--- src/rtl/capture_sequencer.sv ---
// Capture sequencer: arms on a host command, waits for a pattern/edge trigger,
// runs the capture block for a fixed number of BRAM writes, then reports done.
module capture_sequencer #(
    parameter int DATA_W = 8,
    parameter int ADDR_W = 18,
    parameter int TMO_W  = 32
) (
    input  logic              clk,
    input  logic              reset,
    input  logic [31:0]       host_ctrl,
    input  logic [DATA_W-1:0] trig_mask,
    input  logic [DATA_W-1:0] trig_value,
    input  logic [DATA_W-1:0] rise_mask,
    input  logic [DATA_W-1:0] fall_mask,
    input  logic [ADDR_W-1:0] post_count,
    input  logic [TMO_W-1:0]  trig_timeout,
    input  logic [DATA_W-1:0] datain,
    input  logic              cap_we,
    output logic [31:0]       cap_control,
    output logic [31:0]       status,
    output logic              done_irq
);

    typedef enum logic [1:0] {
        IDLE  = 2'd0,
        ARMED = 2'd1,
        RUN   = 2'd2,
        DONE  = 2'd3
    } state_t;

    localparam logic [ADDR_W:0] FULL_DEPTH = {1'b1, {ADDR_W{1'b0}}};
    localparam logic [ADDR_W:0] COUNT_ONE  = {{ADDR_W{1'b0}}, 1'b1};
    localparam logic [TMO_W-1:0] TMO_ONE   = {{(TMO_W-1){1'b0}}, 1'b1};

    state_t             state_reg;
    logic [DATA_W-1:0]  d0_reg, d1_reg;
    logic               arm_prev_reg;
    logic               run_reg;
    logic               irq_reg;
    logic               triggered_reg;
    logic               timeout_reg;
    logic               aborted_reg;
    logic               done_reg;
    logic [ADDR_W:0]    count_reg;
    logic [TMO_W-1:0]   tmo_count_reg;

    logic [DATA_W-1:0]  pat_miss;
    logic [DATA_W-1:0]  edge_hit;
    logic               edge_ok, hit, arm_edge, abort, tmo_expired;
    logic [ADDR_W:0]    target, count_next;
    logic               unused_ctrl;

    // Per-channel compare against the newest sample (d1) and its predecessor (d0).
    generate
        for (genvar gi = 0; gi < DATA_W; gi++) begin : g_chan
            assign pat_miss[gi] = (d1_reg[gi] ^ trig_value[gi]) & trig_mask[gi];
            assign edge_hit[gi] = ( d1_reg[gi] & ~d0_reg[gi] & rise_mask[gi]) |
                                  (~d1_reg[gi] &  d0_reg[gi] & fall_mask[gi]);
        end
    endgenerate

    assign edge_ok     = ((rise_mask | fall_mask) == '0) | (|edge_hit);
    assign hit         = ~(|pat_miss) & edge_ok;
    assign arm_edge    = host_ctrl[0] & ~arm_prev_reg;
    assign abort       = host_ctrl[1];
    assign tmo_expired = (trig_timeout != '0) && (tmo_count_reg == trig_timeout);
    assign target      = (post_count == '0) ? FULL_DEPTH : {1'b0, post_count};
    assign count_next  = count_reg + COUNT_ONE;
    assign unused_ctrl = ^host_ctrl[31:2];

    assign cap_control = {31'b0, run_reg};
    assign done_irq    = irq_reg;

    always_comb begin
        status               = '0;
        status[1:0]          = state_reg;
        status[2]            = triggered_reg;
        status[3]            = timeout_reg;
        status[4]            = aborted_reg;
        status[5]            = done_reg;
        status[ADDR_W+8:8]   = count_reg;
    end

    always_ff @(posedge clk or posedge reset) begin
        if (reset) begin
            state_reg     <= IDLE;
            d0_reg        <= '0;
            d1_reg        <= '0;
            arm_prev_reg  <= 1'b0;
            run_reg       <= 1'b0;
            irq_reg       <= 1'b0;
            triggered_reg <= 1'b0;
            timeout_reg   <= 1'b0;
            aborted_reg   <= 1'b0;
            done_reg      <= 1'b0;
            count_reg     <= '0;
            tmo_count_reg <= '0;
        end else begin
            d1_reg       <= datain;
            d0_reg       <= d1_reg;
            arm_prev_reg <= host_ctrl[0];
            irq_reg      <= 1'b0;
            // Abort outranks everything, including an arm edge in the same cycle.
            if (abort) begin
                state_reg   <= IDLE;
                aborted_reg <= 1'b1;
                run_reg     <= 1'b0;
            end else begin
                case (state_reg)
                    IDLE, DONE: begin
                        if (arm_edge) begin
                            state_reg     <= ARMED;
                            triggered_reg <= 1'b0;
                            timeout_reg   <= 1'b0;
                            aborted_reg   <= 1'b0;
                            done_reg      <= 1'b0;
                            count_reg     <= '0;
                            tmo_count_reg <= '0;
                        end
                    end
                    ARMED: begin
                        if (hit) begin
                            state_reg     <= RUN;
                            triggered_reg <= 1'b1;
                            run_reg       <= 1'b1;
                        end else if (tmo_expired) begin
                            state_reg   <= DONE;
                            timeout_reg <= 1'b1;
                            done_reg    <= 1'b1;
                            irq_reg     <= 1'b1;
                        end else if (tmo_count_reg != '1) begin
                            tmo_count_reg <= tmo_count_reg + TMO_ONE;
                        end
                    end
                    RUN: begin
                        if (cap_we) begin
                            count_reg <= count_next;
                            if (count_next == target) begin
                                state_reg <= DONE;
                                run_reg   <= 1'b0;
                                done_reg  <= 1'b1;
                                irq_reg   <= 1'b1;
                            end
                        end
                    end
                endcase
            end
        end
    end

endmodule

--- config.mk ---
export PLATFORM = sky130hd
export DESIGN_NAME = capture_sequencer
export DESIGN_NICKNAME = d
export VERILOG_FILES = /design/src/rtl/capture_sequencer.sv
export SDC_FILE = /design/constraint.sdc
export NUM_CORES = 1
export LEC_CHECK = 0
export ABC_CLOCK_PERIOD_IN_PS = 4500
export BUFFER_PORTS_ARGS = -buffer_cell sky130_fd_sc_hd__buf_2
export CAP_MARGIN = 40
export CORE_MARGIN = 2
export CORE_UTILIZATION = 40
export DETAILED_ROUTE_END_ITERATION = 16
export PLACE_DENSITY_LB_ADDON = 0.2
export SLEW_MARGIN = 10
export SYNTH_ARGS = -nofsm -noshare
export SYNTH_HDL_FRONTEND = slang
export SYNTH_SLANG_ARGS = --single-unit
--- constraint.sdc ---
create_clock -name clk -period 4.5 [get_ports clk]
set_input_delay 0.45 -clock clk [delete_from_list [all_inputs] [get_ports clk]]
set_output_delay 0.45 -clock clk [all_outputs]
set_load 0.05 [all_outputs]
Word-level counts from Yosys, hierarchy flattened --
Cells that the tools add are included.
Storage, ports and cells: register bits after elaboration 76, output and inout port bits 65, logic and storage cells 170
Operators by class: add/subtract/negate cells 2, eq/ne operators 19, muxes and demuxes 37, bitwise logic cells 79, reduce and logical (&&, ||, !) cells 21
Operators with widths (count):
- 32-bit two-way mux | 4
- 32-bit case mux with 2 select lines | 1
- 19-bit two-way mux | 3
- 1-bit AND | 42
- 19-bit case mux with 2 select lines | 1
- 32-bit by 1-bit adder with 32-bit output, second input constant | 1
- 32-bit equality test | 1
- 32-bit inequality test, second input constant | 1
- 32-bit nonzero test | 1
- 19-bit by 1-bit adder with 19-bit output, second input constant | 1
- 19-bit equality test | 1
- 1-bit NOT | 19
- 18-bit logical NOT | 1
- 1-bit two-way mux | 16
- 2-bit inequality test, second input constant | 8
- 4-bit AND reduction | 4
- 8-bit OR reduction | 2
- 2-bit two-way mux | 6
- 3-bit inequality test, second input constant | 4
- 6-bit AND reduction | 2
- 1-bit OR | 9
- 8-bit logical NOT | 1
- 8-bit OR | 1
- 1-bit case mux with 2 select lines | 4
- other kinds (13) | 24

Depth between registers and ports, before layout --
depth in word-level cells 10, mapped depth 10, mapped depth without buffers 9

Worst setup path before layout --
No wires, ideal clock.
kind reg2reg, start reg count_reg[0], end reg done_reg, library setup time 0.121 ns, arrival time 3.068 ns, data required time 4.379 ns, path slack 1.312 ns, stages on the path, launching flop included 10, path buffers 0, period minus slack after synthesis 3.188 ns, cells stage by stage dfrtp_1 > ha_1 > nand3_4 > or3_1 > a211oi_2 > nand4_2 > nor4_4 > a21oi_2 > or4_1 > a22o_1
Between the ends: longest elaborated chain between the ends 4
RTL lines:
- start: declaration | line 44 | logic [ADDR_W:0] count_reg;
- start signal: assignment | line 137 | count_reg <= count_next;
- 19-bit by 1-bit adder with 19-bit output | line 68 | assign count_next = count_reg + COUNT_ONE;
- 19-bit equality test | line 138 | if (count_next == target) begin
- 2-bit inequality test (no source line)
- 6-bit AND reduction (no source line)
- end signal: assignment | line 95 | done_reg <= 1'b0;
- end signal: assignment | line 129 | done_reg <= 1'b1;
- end signal: assignment | line 141 | done_reg <= 1'b1;
- end: declaration | line 43 | logic done_reg;
No other way between the ends. A chain may end at the register's enable or synchronous reset.

Worst setup path in the final report --
Same ends and word-level chain as after synthesis.

==> flow_metrics.env <==
export IMPL_wire_per_inst_microns=15.4
export IMPL_cts_root_buffer="clkbuf_16"
export IMPL_hold_class="input port to asynchronous set/reset pin"
export IMPL_largest_reg_flops=32
export IMPL_slew_viol_final=0
export IMPL_cts_setup_buffers=0
export IMPL_grt_start_max_net_pins=35
export IMPL_async_reset_ff_share_pct=100
export IMPL_clkTransAtPathRegs_ps=60
export IMPL_critPathArrivalTime_ps=3500
export IMPL_drtPass1Iterations=5
export IMPL_cts_max_path_buffers=2
export IMPL_avgSynthCellArea_sq_um=8.69
export IMPL_dp_cells=886
export IMPL_synth_top_cell_by_area="dfrtp_1"
export IMPL_avgViaCountPerCell=5.25
export IMPL_first_global_vias=4585
export IMPL_tritoncts="yes"
export IMPL_timing_final_crit_share_pct=72.6
export IMPL_ir_drop_mv=0.220
export IMPL_synth_edf_count=0
export IMPL_rr_startpoint="count_reg[0]"
export IMPL_core_region_area_sq_um=13100
export IMPL_place_port_buffers=121
export IMPL_cts_buffers=9
export IMPL_grt_pass1_wl_mm=22.9
export IMPL_hpwl_mm=10.4
export IMPL_status="finished clean"
export IMPL_syn_to_final_growth_pct=17.2
export IMPL_ys_seq_area_share_pct=35.9
export IMPL_ys_top_cells_by_area="dfrtp_1 (36%), xor2_1 (12%), buf_4 (6.2%)"
export IMPL_reg2reg_slack_ps=1230
export IMPL_track_usage_pct=20.1
export IMPL_drtIter0Drc=254
export IMPL_slew_headroom_pct=45.3
export IMPL_fin_cells=902
export IMPL_gp_congestion=0.909
export IMPL_cp_start_kind="register"
export IMPL_finalClockSkew_ps=6.84
export IMPL_min_period_ps=3270
export IMPL_drt_total_wl_mm=13.9
export IMPL_ff2ff_path_depth=9
export IMPL_die_area_sq_um=14200
export IMPL_initial_core_util_pct=40.5
export IMPL_crit_path_start="count_reg[0]"
export IMPL_clock_latency_ps=340
export IMPL_max_freq_mhz=306
export IMPL_setup_tns_ps=0
export IMPL_yosysWarnings=0
export IMPL_crit_path_end_kind="register"
export IMPL_cp_required_ps=4730
export IMPL_rows=42
export IMPL_hold_violations=0
export IMPL_drive_above_1_share_pct=22.7
export IMPL_die_x_microns=119
export IMPL_dominantRegCellSynth="dfrtp_1"
export IMPL_setup_violations=0
export IMPL_cts_sinks=76
export IMPL_antenna_cells=0
export IMPL_crit_path_end="done_reg"
export IMPL_crit_type="register to register"
export IMPL_r2r_end="done_reg"
export IMPL_synth_cell_area_sq_um=5300
export IMPL_nets=850
export IMPL_die_y_microns=119
export IMPL_ant_nets=0
export IMPL_yosysUniqueCellTypes=58
export IMPL_p_per_area_nw_per_um2=323
export IMPL_vias=4737
export IMPL_grt_ovfl_total=0
export IMPL_ctsHoldBuffers=0
export IMPL_utilization_pct=47.5
export IMPL_p_leak_uw=0.00299
export IMPL_cp_max_fo=11
export IMPL_synth_seq_cells=76
export IMPL_post_synth_top_area_fraction_pct=35.9
export IMPL_rsz0062_at_grt="no"
export IMPL_post_cts_resized=0
export IMPL_drcViolationCount=0
export IMPL_h_tree_depth=3
export IMPL_synth_cells=610
export IMPL_io_pins=190
export IMPL_timing_hold_ws_ps=135
export IMPL_antenna_found_initial=0
export IMPL_worst_slew_pin_slew_ps=818
export IMPL_maxCapViolCount=0
-- layer usage --
metal | part of all wire, % | global-route usage, % | routed length (microns) | vias up
met5 | 0 | 0 | 0 | -
met4 | 1.5 | 6.92 | 214 | 0
met3 | 5.9 | 3.88 | 824 | 17
met2 | 46 | 31.6 | 6350 | 168
met1 | 47 | 27.9 | 6500 | 2252
li1 | - | - | - | 2300
-- worst max-delay path: stages (launching register included) --
cell and delay (ps):
dfrtp_1 510, ha_1 350, and3_1 440, nand4_1 170, a221oi_2 310, nand4_2 170, nor4_4 400, a21oi_2 140
or4_1 480, a22o_1 190
-- where the power goes --
| part | internal (uW) | switching, uW |
|---|---|---|
| registers | 717 | 38.0 |
| clock network | 431 | 306 |
| logic | 144 | 376 |
-- layout by cell type (no fill, tap or decap), types with 28 or more instances in the layout --
cell type and count:
nor4_1 33, nand2_1 57, xor2_1 74, dfrtp_1 76, nand4_1 28, nand3_1 29
buf_2 121, conb_1 38, o21ai_0 39, nor2_1 50
-- synthesized netlist by cell type (all sizes together), types with 7 or more instances --
cell type  instances
buf               51
nand2             57
a21oi             10
inv               16
nand3             31
and2               7
clkbuf            14
dfrtp             76
o22ai              9
nor2              52
and3              12
xnor2             19
nor4              35
and4               7
xor2              74
nand4             31
nor3              16
o21ai             41
-- worst min path at each step --
stage / start / end / slack [ps] / cells past startpoint
6_report: reset / d0_reg[7] / 130 / 2
4_1_cts: reset / tmo_count_reg[30] / 150 / 2
2_1_floorplan: d1_reg[1] / d0_reg[1] / 410 / 0
3_3_place_gp: d1_reg[0] / d0_reg[0] / 430 / 0
3_5_place_dp: d1_reg[7] / d0_reg[7] / 430 / 0
5_1_grt: reset / tmo_count_reg[30] / 180 / 2
-- through the flow --
step | setup WS (ps) | cell area (sq um) | power, uW
after global placement | 1290 | 5880 | 1280
after floorplan | 1310 | 5440 | 1160
after global routing | 1020 | 6220 | 2120
final | 1230 | 6220 | 2010
after detailed placement | 1250 | 5920 | 1290
after CTS | 1230 | 6220 | 2040
-- logic make-up after synthesis --
| group | share of synthesized area [%] |
|---|---|
| buffers and inverters | 9.22 |
| XOR/XNOR | 15.9 |
| other | 0.0707 |
| AND/OR/NAND/NOR | 27.5 |
| flip-flops | 35.9 |
| AO/OA/AOI/OAI | 10.5 |
| adder cells (fa/ha/maj) | 0.944 |
-- cell type report --
| class | instances | area, sq um |
|---|---|---|
| clock buffers | 9 | 225 |
| clock inverters | 7 | 75.1 |
| fillers | 1291 | 6870 |
| inverters | 16 | 60.1 |
| multi-input cells | 490 | 3060 |
| flip-flops and latches | 76 | 1900 |
| well taps | 176 | 220 |
| repair buffers | 128 | 678 |
Note: power is estimated with default switching activity, not from simulation.
